[src/rtl/imm_extend_unit.sv]
// Pipelined immediate extender: zero / sign / upper / branch-offset modes,
// valid/ready on both sides with a registered output stage and a one-entry skid.
module imm_extend_unit #(
  parameter int IN_W  = 16,
  parameter int OUT_W = 32
) (
  input  logic             clk,
  input  logic             rst,
  input  logic             in_valid,
  output logic             in_ready,
  input  logic [IN_W-1:0]  in_imm,
  input  logic [1:0]       in_mode,
  output logic             out_valid,
  input  logic             out_ready,
  output logic [OUT_W-1:0] out_data,
  output logic [1:0]       out_mode
);

  localparam int PAD = OUT_W - IN_W;

  // Branch mode needs two spare bits below the immediate.
  generate
    if (OUT_W < IN_W + 2) begin : g_width_check
      $error("imm_extend_unit: OUT_W must be at least IN_W+2");
    end
  endgenerate

  function automatic logic [OUT_W-1:0] extend(input logic [IN_W-1:0] imm,
                                               input logic [1:0]      mode);
    logic [OUT_W-1:0] sext;
    sext = {{PAD{imm[IN_W-1]}}, imm};
    case (mode)
      2'b00:   extend = {{PAD{1'b0}}, imm};
      2'b01:   extend = sext;
      2'b10:   extend = {imm, {PAD{1'b0}}};
      // Shifting the sign-extended value keeps PAD-2 sign copies without a zero-width replication.
      default: extend = sext << 2;
    endcase
  endfunction

  logic             out_valid_q, out_valid_d;
  logic [OUT_W-1:0] out_data_q,  out_data_d;
  logic [1:0]       out_mode_q,  out_mode_d;
  logic             skid_valid_q, skid_valid_d;
  logic [OUT_W-1:0] skid_data_q,  skid_data_d;
  logic [1:0]       skid_mode_q,  skid_mode_d;

  logic             in_ready_int;
  logic             in_accept;
  logic [OUT_W-1:0] in_ext;

  always_comb begin
    in_ready_int = ~skid_valid_q & ~rst;
    in_accept    = in_valid & in_ready_int;
    in_ext       = extend(in_imm, in_mode);

    out_valid_d  = out_valid_q;
    out_data_d   = out_data_q;
    out_mode_d   = out_mode_q;
    skid_valid_d = skid_valid_q;
    skid_data_d  = skid_data_q;
    skid_mode_d  = skid_mode_q;

    if (~out_valid_q | out_ready) begin
      if (skid_valid_q) begin
        out_valid_d  = 1'b1;
        out_data_d   = skid_data_q;
        out_mode_d   = skid_mode_q;
        skid_valid_d = 1'b0;
      end else if (in_accept) begin
        out_valid_d = 1'b1;
        out_data_d  = in_ext;
        out_mode_d  = in_mode;
      end else begin
        out_valid_d = 1'b0;
      end
    end else if (in_accept) begin
      skid_valid_d = 1'b1;
      skid_data_d  = in_ext;
      skid_mode_d  = in_mode;
    end
  end

  always_ff @(posedge clk) begin
    if (rst) begin
      out_valid_q  <= 1'b0;
      out_data_q   <= '0;
      out_mode_q   <= '0;
      skid_valid_q <= 1'b0;
      skid_data_q  <= '0;
      skid_mode_q  <= '0;
    end else begin
      out_valid_q  <= out_valid_d;
      out_data_q   <= out_data_d;
      out_mode_q   <= out_mode_d;
      skid_valid_q <= skid_valid_d;
      skid_data_q  <= skid_data_d;
      skid_mode_q  <= skid_mode_d;
    end
  end

  // Outputs are forced idle while rst is high so no handshake can complete in that cycle.
  assign in_ready  = in_ready_int;
  assign out_valid = out_valid_q & ~rst;
  assign out_data  = rst ? '0 : out_data_q;
  assign out_mode  = rst ? 2'b00 : out_mode_q;

endmodule

[config.mk]
export PLATFORM = sky130hd
export DESIGN_NAME = imm_extend_unit
export DESIGN_NICKNAME = d
export VERILOG_FILES = /design/src/rtl/imm_extend_unit.sv
export SDC_FILE = /design/constraint.sdc
export NUM_CORES = 1
export LEC_CHECK = 0
export BUFFER_PORTS_ARGS = -buffer_cell sky130_fd_sc_hd__buf_2
export CAP_MARGIN = 30
export CORE_MARGIN = 1
export CORE_UTILIZATION = 55
export CTS_BUF_LIST = sky130_fd_sc_hd__clkbuf_8
export CTS_CLUSTER_DIAMETER = 40
export DETAILED_ROUTE_END_ITERATION = 6
export HOLD_SLACK_MARGIN = 0.1
export PLACE_DENSITY = 0.78
export SLEW_MARGIN = 5
export SYNTH_ARGS = -nofsm -noshare
export SYNTH_HDL_FRONTEND = slang
export SYNTH_SLANG_ARGS = --single-unit
[constraint.sdc]
create_clock -name clk -period 3.05 [get_ports clk]
set_input_delay 0 -clock clk [delete_from_list [all_inputs] [get_ports clk]]
set_output_delay 0 -clock clk [all_outputs]
set_load 0.005 [all_outputs]
After elaboration in Yosys (flattened, before gate mapping)
Cells that the tools add are included.

Register bits after elaboration: 70. Input port bits: 22. Output and inout port bits: 36. Word-level logic and storage cells: 30.

Eq/ne operators: 2. Mux-type cells: 9. Bitwise gates (word level): 8. Reduce and logical (&&, ||, !) cells: 5.

Operators with widths (number): two-way mux 32 bit (3); case mux 32 bit (3 select lines) (1); two-way mux 2 bit (3); NOT 1 bit (4); AND reduction 2 bit (2); bitwise AND 1 bit (3); equality test 2 x 1 -> 1 bit, second input constant (1); equality test 2 bit, second input constant (1); logical NOT 2 bit (1); two-way mux 1 bit (2); nonzero test 2 bit (1); OR reduction 2 bit (1); bitwise OR 1 bit (1).

Logic depth before layout (Yosys ltp)
Gate-level depths: netlist (run 1).

Depth in word-level cells: 5. Gate-level depth with buffers: 6.

Worst setup path after synthesis (run 1)
No wires, ideal clock.

Path kind: register -> register. Start point: register skid_valid_q. End point: register out_data_q[21]. Arrival: 1214 ps. Required time: 2954 ps. Slack: 1741 ps. Cell stages (with the launch flop): 6. Path buffers: 2. Clock period less this slack: 1309 ps. Cell sequence: dfxtp_1 > buf_2 > o21ai_2 > clkbuf_1 > nand2_1 > o41ai_2.

Cells in the longest elaborated chain, start to end: 5. Elaborated cells between the ends (all ways): 6. Those cells by class: mux (1); bitwise (3); reduce/logical (2).

RTL lines: start, declared (RTL line 44) `logic skid_valid_q, skid_valid_d;`; start signal, assigned (RTL line 96) `skid_valid_q <= skid_valid_d;`; NOT 1 bit (RTL line 53) `in_ready_int = ~skid_valid_q & ~rst;`; bitwise AND 1 bit (RTL line 53); bitwise AND 1 bit (RTL line 54) `in_accept = in_valid & in_ready_int;`; nonzero test 2 bit (no line); AND reduction 2 bit (no line); end signal, assigned (RTL line 94) `out_data_q <= out_data_d;`; end, declared (RTL line 42) `logic [OUT_W-1:0] out_data_q, out_data_d;`.

Parallel ways exist; a longest one is shown, timed or not. A chain may end at the register's enable or synchronous reset.

Final worst setup path (run 1)
Start point: register skid_valid_q. End point: register skid_data_q[31].

Cells in the longest elaborated chain, start to end: 4.

RTL lines: NOT 1 bit (RTL line 53); bitwise AND 1 bit (RTL line 53); bitwise AND 1 bit (RTL line 54); AND reduction 2 bit (no line); end signal, assigned (RTL line 97) `skid_data_q <= skid_data_d;`; end, declared (RTL line 45) `logic [OUT_W-1:0] skid_data_q, skid_data_d;`.

No other way between the ends.

==> results of run 1 <==
==> cells in the mapped netlist (3+ instances only) <==
cell type	number	area, µm²
o41ai_1	4	35.0
clkbuf_1	14	52.6
buf_2	12	60.1
a21oi_1	24	120
dfxtp_1	70	1400
nor2b_1	36	225
nor3_1	4	20.0
a211oi_1	34	255
and3_1	3	18.8
nand3_1	3	15.0
nor2_1	65	244
o41ai_2	9	146
a22oi_1	14	105
and2_1	29	181
o31ai_1	14	105
mux2i_1	3	30.0
buf_4	7	52.6
nand2_1	37	139
==> per-layer routing <==
layer  GRT usage  routed length, µm
met4       0.129                197
met5           0                  0
met1       0.325               3600
met2       0.391               3620
met3      0.0434                263
==> logic make-up (layout without fill, tap and decap cells) <==
logic type,Yosys count,in the layout,synth area share
flip-flops,70,70,0.422
AO/OA/AOI/OAI,103,103,0.240
AND/OR/NAND/NOR,184,184,0.272
buffers and inverters,37,92,0.0566
multiplexers,3,3,0.00905
==> power by group through the flow <==
stage,logic [W],clock network (W),registers (W)
4_1_cts,0.000247,0.000728,0.000963
5_1_grt,0.000276,0.000771,0.000968
6_report,0.000250,0.000719,0.000964
2_1_floorplan,0.000172,0,0.000980
3_5_place_dp,0.000233,0,0.000984
3_3_place_gp,0.000228,0,0.000983
==> sequential cells by signal, indices dropped and copies added, names as in the netlist <==
register,flops
out_valid_q,1
out_mode_q,2
skid_valid_q,1
skid_data_q,32
out_data_q,32
skid_mode_q,2
==> worst max-delay path by stage <==
stage / start / to / slack [ns] / cells past startpoint
CTS: skid_valid_q / skid_data_q[31] / 1.11 / 5
finish: skid_valid_q / skid_data_q[31] / 1.13 / 5
global placement: skid_valid_q / skid_data_q[31] / 1.13 / 5
global route: skid_valid_q / skid_data_q[31] / 0.94 / 5
floorplan: skid_valid_q / out_data_q[21] / 1.74 / 5
detailed placement: skid_valid_q / skid_data_q[31] / 1.14 / 5
==> final cells by class <==
type                            instances  area share
Clock buffer                           13      0.0459
Clock inverter                          3     0.00449
Inverter                                2     0.00193
Multi-Input combinational cell        290       0.446
Sequential cell                        70       0.359
Tap cell                               72      0.0231
Timing Repair Buffer                   74       0.119
==> stage by stage <==
stage                     hold WS [ns]  area, µm²
final                            0.111       3900
after global routing             0.109       3900
after CTS                        0.102       3870
after detailed placement         0.297       3540
after global placement           0.286       3540
after floorplan                  0.136       3320
==> worst max-delay path, delay by kind of cell, from the launching register on <==
family                 cells  cell delay [ns]
buffers and inverters      2             0.54
and+or+nand+nor            2             0.72
AOI/OAI and AO/OA          1             0.11
DFF                        1             0.47
==> flow_metrics.tcl, run 1 <==
set metrics [dict create \
    synth_edf_count 0 \
    final_cell_mix "dfxtp_1 (70), nor2_1 (65), buf_2 (57), nand2_1 (37), nor2b_1 (36)" \
    r2r_cells 5 \
    cts_sinks 70 \
    required_ns 3.31 \
    nFillCells 509 \
    antenna_found_initial 0 \
    htree_levels 3 \
    track_usage 0.249 \
    outcome "finished clean" \
    setup_ws_ns 1.13 \
    clock_skew_ns 0.00686 \
    cts.repair.resized 0 \
    dr.first_iter.drc_count 210 \
    ys_async_sr_fraction 0 \
    hold_viol_final 0 \
    timing.fmax_mhz 522 \
    cp.arrival_ns 2.18 \
    maxSlewViolCount 0 \
    rsz0062_at_grt "no" \
    clk_path_buf_depth 2 \
    final_util 0.687 \
    io-pin-count 58 \
    detail-route-antenna-nets 0 \
    min_period_ns 1.92 \
    reg2reg_slack_ns 1.13 \
    cts_setup_buffers 0 \
    mappedNetlistArea_um2 3320 \
    ys_seq_elements 70 \
    tritoncts "yes" \
    clk_latency_ns 0.34 \
    place.gp.congestion 0.869 \
    drt_first_pass_iters 4 \
    p_switching_w 0.000496 \
    clk_pin_slew_ns 0.07 \
    slowest_delay_ns 0.47 \
    wirelength_um 7680 \
    crit_type "flip-flop to flip-flop" \
    cts-root-buf "clkbuf_8" \
    dp.final_hpwl_um 4770 \
    p_sw_frac 0.256 \
    via_per_inst 5.54 \
    p_clk_frac 0.372 \
    total_power_w 0.00193 \
    synth_flop_cell "dfxtp_1" \
    grt_pass1_vias 2506 \
    synth.yosys.warnings 0 \
    die_w_um 79.7 \
    p_int_w 0.00144 \
    powerDensity_nw_per_um2 496 \
    grt_max_degree 93 \
    combPwrFrac 0.130 \
    die-area_um2 6350 \
    p_leak_nw 1.56 \
    synthCells 397 \
    path_cells "inv_2, buf_4, nand3_1, or2_2, a21oi_1" \
    final_cells 524 \
    vdd_drop_max_mv 0.350 \
    placementRows 27 \
    tns_ns 0 \
    cp-end-kind "flip-flop" \
    numCtsBuffers 9 \
    cp_max_fo 60 \
    min_path_cells 3 \
    dp_cells 494 \
    wl_per_cell_um 14.7 \
    ff_latch_area_um2 1400 \
    synth_nets 419 \
    final_common_cell "dfxtp_1" \
    synth_seq_area_share 0.422 \
    num_vias 2904 \
    grt_pass1_wl_um 12100 \
    period_share 0.628 \
    layout.nets 469 \
    antenna_cells 0 \
    rr_startpoint "skid_valid_q" \
    setup_viol 0 \
    p_seq_frac 0.499 \
    initial_core_util 0.585 \
    numPortBuffers 57 \
    overflow 0 \
    ys_types 33 \
    crit_slowest_cell "dfxtp_1" \
    min_path_type "input port to flip-flop" \
    multiInputGateArea_um2 1740 \
    fp.dieH_um 79.7 \
    worst_slew_pin_slew_ns 0.955 \
    avgSynthCellArea_um2 8.36 \
    max_cap_viol_count 0 \
    hp-start "in_imm[5]" \
    start_kind "flip-flop" \
    relSlewSlack 0.363 \
    drc 0 \
    pre_cts_slack_ns 1.14 \
    r2r_end "skid_data_q[31]" \
    whs_endpoint "skid_data_q[21]" \
    holdBufCountCts 13 \
    drive_above_1_share 0.208 \
    areaGrowthSynthToFinish_pct 17.5 \
    core-area_um2 5680 \
]
Note: power is estimated with default switching activity, not from simulation.
==> run 2, diff against run 1 <==
==> constraint.sdc (replaced) <==
create_clock -name clk -period 1.8 [get_ports clk]
set_input_delay 0 -clock clk [delete_from_list [all_inputs] [get_ports clk]]
set_output_delay 0 -clock clk [all_outputs]
set_load 0.005 [all_outputs]
==> run 2 against run 1 <==
  * Clock skew decreased by 0.0032 ns
  * Largest cell class unchanged
  * First-iteration DRC count decreased by 10%
  * Via count decreased by 0.45%
  * Critical path depth increased by 1
  * Power increased by 73%
  * Die area unchanged
==> flow_metrics.tcl, run 2 (same netlist as run 1, synthesis figures left out) <==
set metrics [dict create \
    outcome "finished clean" \
    required_ns 2.05 \
    nFillCells 475 \
    drt_first_pass_iters 4 \
    rsz0062_at_grt "no" \
    via_per_inst 5.51 \
    cp_max_fo 14 \
    whs_ns 0.107 \
    io-pin-count 58 \
    crit_start "rst" \
    p_switching_w 0.000852 \
    start_kind "input port" \
    place.gp.congestion 0.861 \
    clk_path_buf_depth 2 \
    hold_viol_final 0 \
    antenna_found_initial 0 \
    cts_sinks 70 \
    vdd_drop_max_mv 0.591 \
    rr_startpoint "skid_valid_q" \
    met1_usage 0.327 \
    die-area_um2 6350 \
    areaGrowthSynthToFinish_pct 18.6 \
    track_usage 0.257 \
    drive_above_1_share 0.214 \
    layout.nets 470 \
    p_seq_frac 0.487 \
    p_leak_nw 1.59 \
    antenna_cells 0 \
    use_met2 0.409 \
    crit_type "input port to flip-flop" \
    top_regs "out_data_q: 32 flops, skid_data_q: 32 flops" \
    gr-max-usage-layer "met2" \
    gr-usage-met3 0.0549 \
    total_power_w 0.00335 \
    cp.arrival_ns 1.85 \
    combPwrFrac 0.129 \
    final_cell_mix "dfxtp_1 (70), nor2_1 (65), buf_2 (57), nand2_1 (37), nor2b_1 (36)" \
    maxSlewViolCount 0 \
    cts-root-buf "clkbuf_8" \
    wirelength_um 7500 \
    numPortBuffers 57 \
    p_sw_frac 0.254 \
    tns_ns 0 \
    htree_levels 3 \
    min_period_ns 1.60 \
    timing.fmax_mhz 627 \
    final_common_cell "dfxtp_1" \
    die_w_um 79.7 \
    clk_pin_slew_ns 0.07 \
    period_share 0.886 \
    overflow 0 \
    clock_skew_ns 0.00370 \
    placementRows 27 \
    num_vias 2891 \
    cp-end-kind "flip-flop" \
    grt_max_degree 84 \
    dr.first_iter.drc_count 188 \
    grt_pass1_vias 2731 \
    detail-route-antenna-nets 0 \
    drc 0 \
    initial_core_util 0.585 \
    grt_pass1_wl_um 12600 \
    wl_per_cell_um 14.3 \
    tritoncts "yes" \
    clk_latency_ns 0.34 \
    cts_setup_buffers 0 \
    dp.final_hpwl_um 4900 \
    numCtsBuffers 9 \
    hp-start "out_ready" \
    worst_slew_pin_slew_ns 0.442 \
    p_int_w 0.00250 \
    core-area_um2 5680 \
    max_cap_viol_count 0 \
    powerDensity_nw_per_um2 851 \
    min_path_type "input port to flip-flop" \
    p_clk_frac 0.385 \
    setup_viol 0 \
    fp.dieH_um 79.7 \
    relSlewSlack 0.704 \
]
## run 2: cell types whose count changed in the layout (fill, tap and decap cells not counted), sizes merged
cell         before  now
dlygate4sd3      13   11
clkbuf           13   11
buf              61   64
clkinv            3    4
bufinv            0    1
## run 2: through the flow
step,instances,setup slack [ns],utilization,area (µm²)
after floorplan,397,0.491,-,3320
after global placement,498,0.356,0.639,3620
after detailed placement,498,0.279,0.639,3620
after CTS,525,0.184,0.693,3940
after global routing,525,0.0441,0.693,3940
final,525,0.205,0.693,3940
## run 2: power by group through the flow
stage               Sequential, W  Clock [W]  Combinational (W)
floorplan                 0.00166          0           0.000291
global placement          0.00166          0           0.000402
detailed placement        0.00167          0           0.000411
CTS                       0.00163    0.00130           0.000431
global route              0.00164    0.00138           0.000478
finish                    0.00163    0.00129           0.000431
## run 2: metal layers
layer  vias up  routed length, µm
met3        18                313
met5         -                  0
met4         0                197
li1       1484                  -
met2        82               3530
met1      1307               3460
## run 2: final timing paths
| path | to | slack, ns | cells past startpoint |
|---|---|---|---|
| worst max-delay path | out_data_q[7] | 0.20 | 6 |
| worst min-delay path | skid_data_q[31] | 0.11 | 5 |
| worst max register to register | skid_data_q[6] | 0.23 | 5 |
| worst min register to register | skid_data_q[16] | 0.46 | 2 |
## run 2: timing repair
action / CTS / global route
endpoints found under the hold margin: 15 / 0
gates resized for setup: 0 / 0
hold buffers: 11 / 0
## run 2: layout make-up
type / count / area, µm² / share of cell area
flip-flops and latches: 70 / 1400 / 0.356
clock inverters: 5 / 48.8 / 0.0124
repair buffers: 75 / 498 / 0.127
inverters: 2 / 7.51 / 0.00191
clock buffers: 11 / 151 / 0.0385
well taps: 72 / 90.1 / 0.0229
multi-input cells: 290 / 1740 / 0.442
## run 2: critical path, stage by stage
cell and delay (ns):
dlygate4sd3_1 0.53, buf_2 0.21, nor2b_2 0.20, o21a_1 0.35, nand2b_2 0.25, o31ai_1 0.30
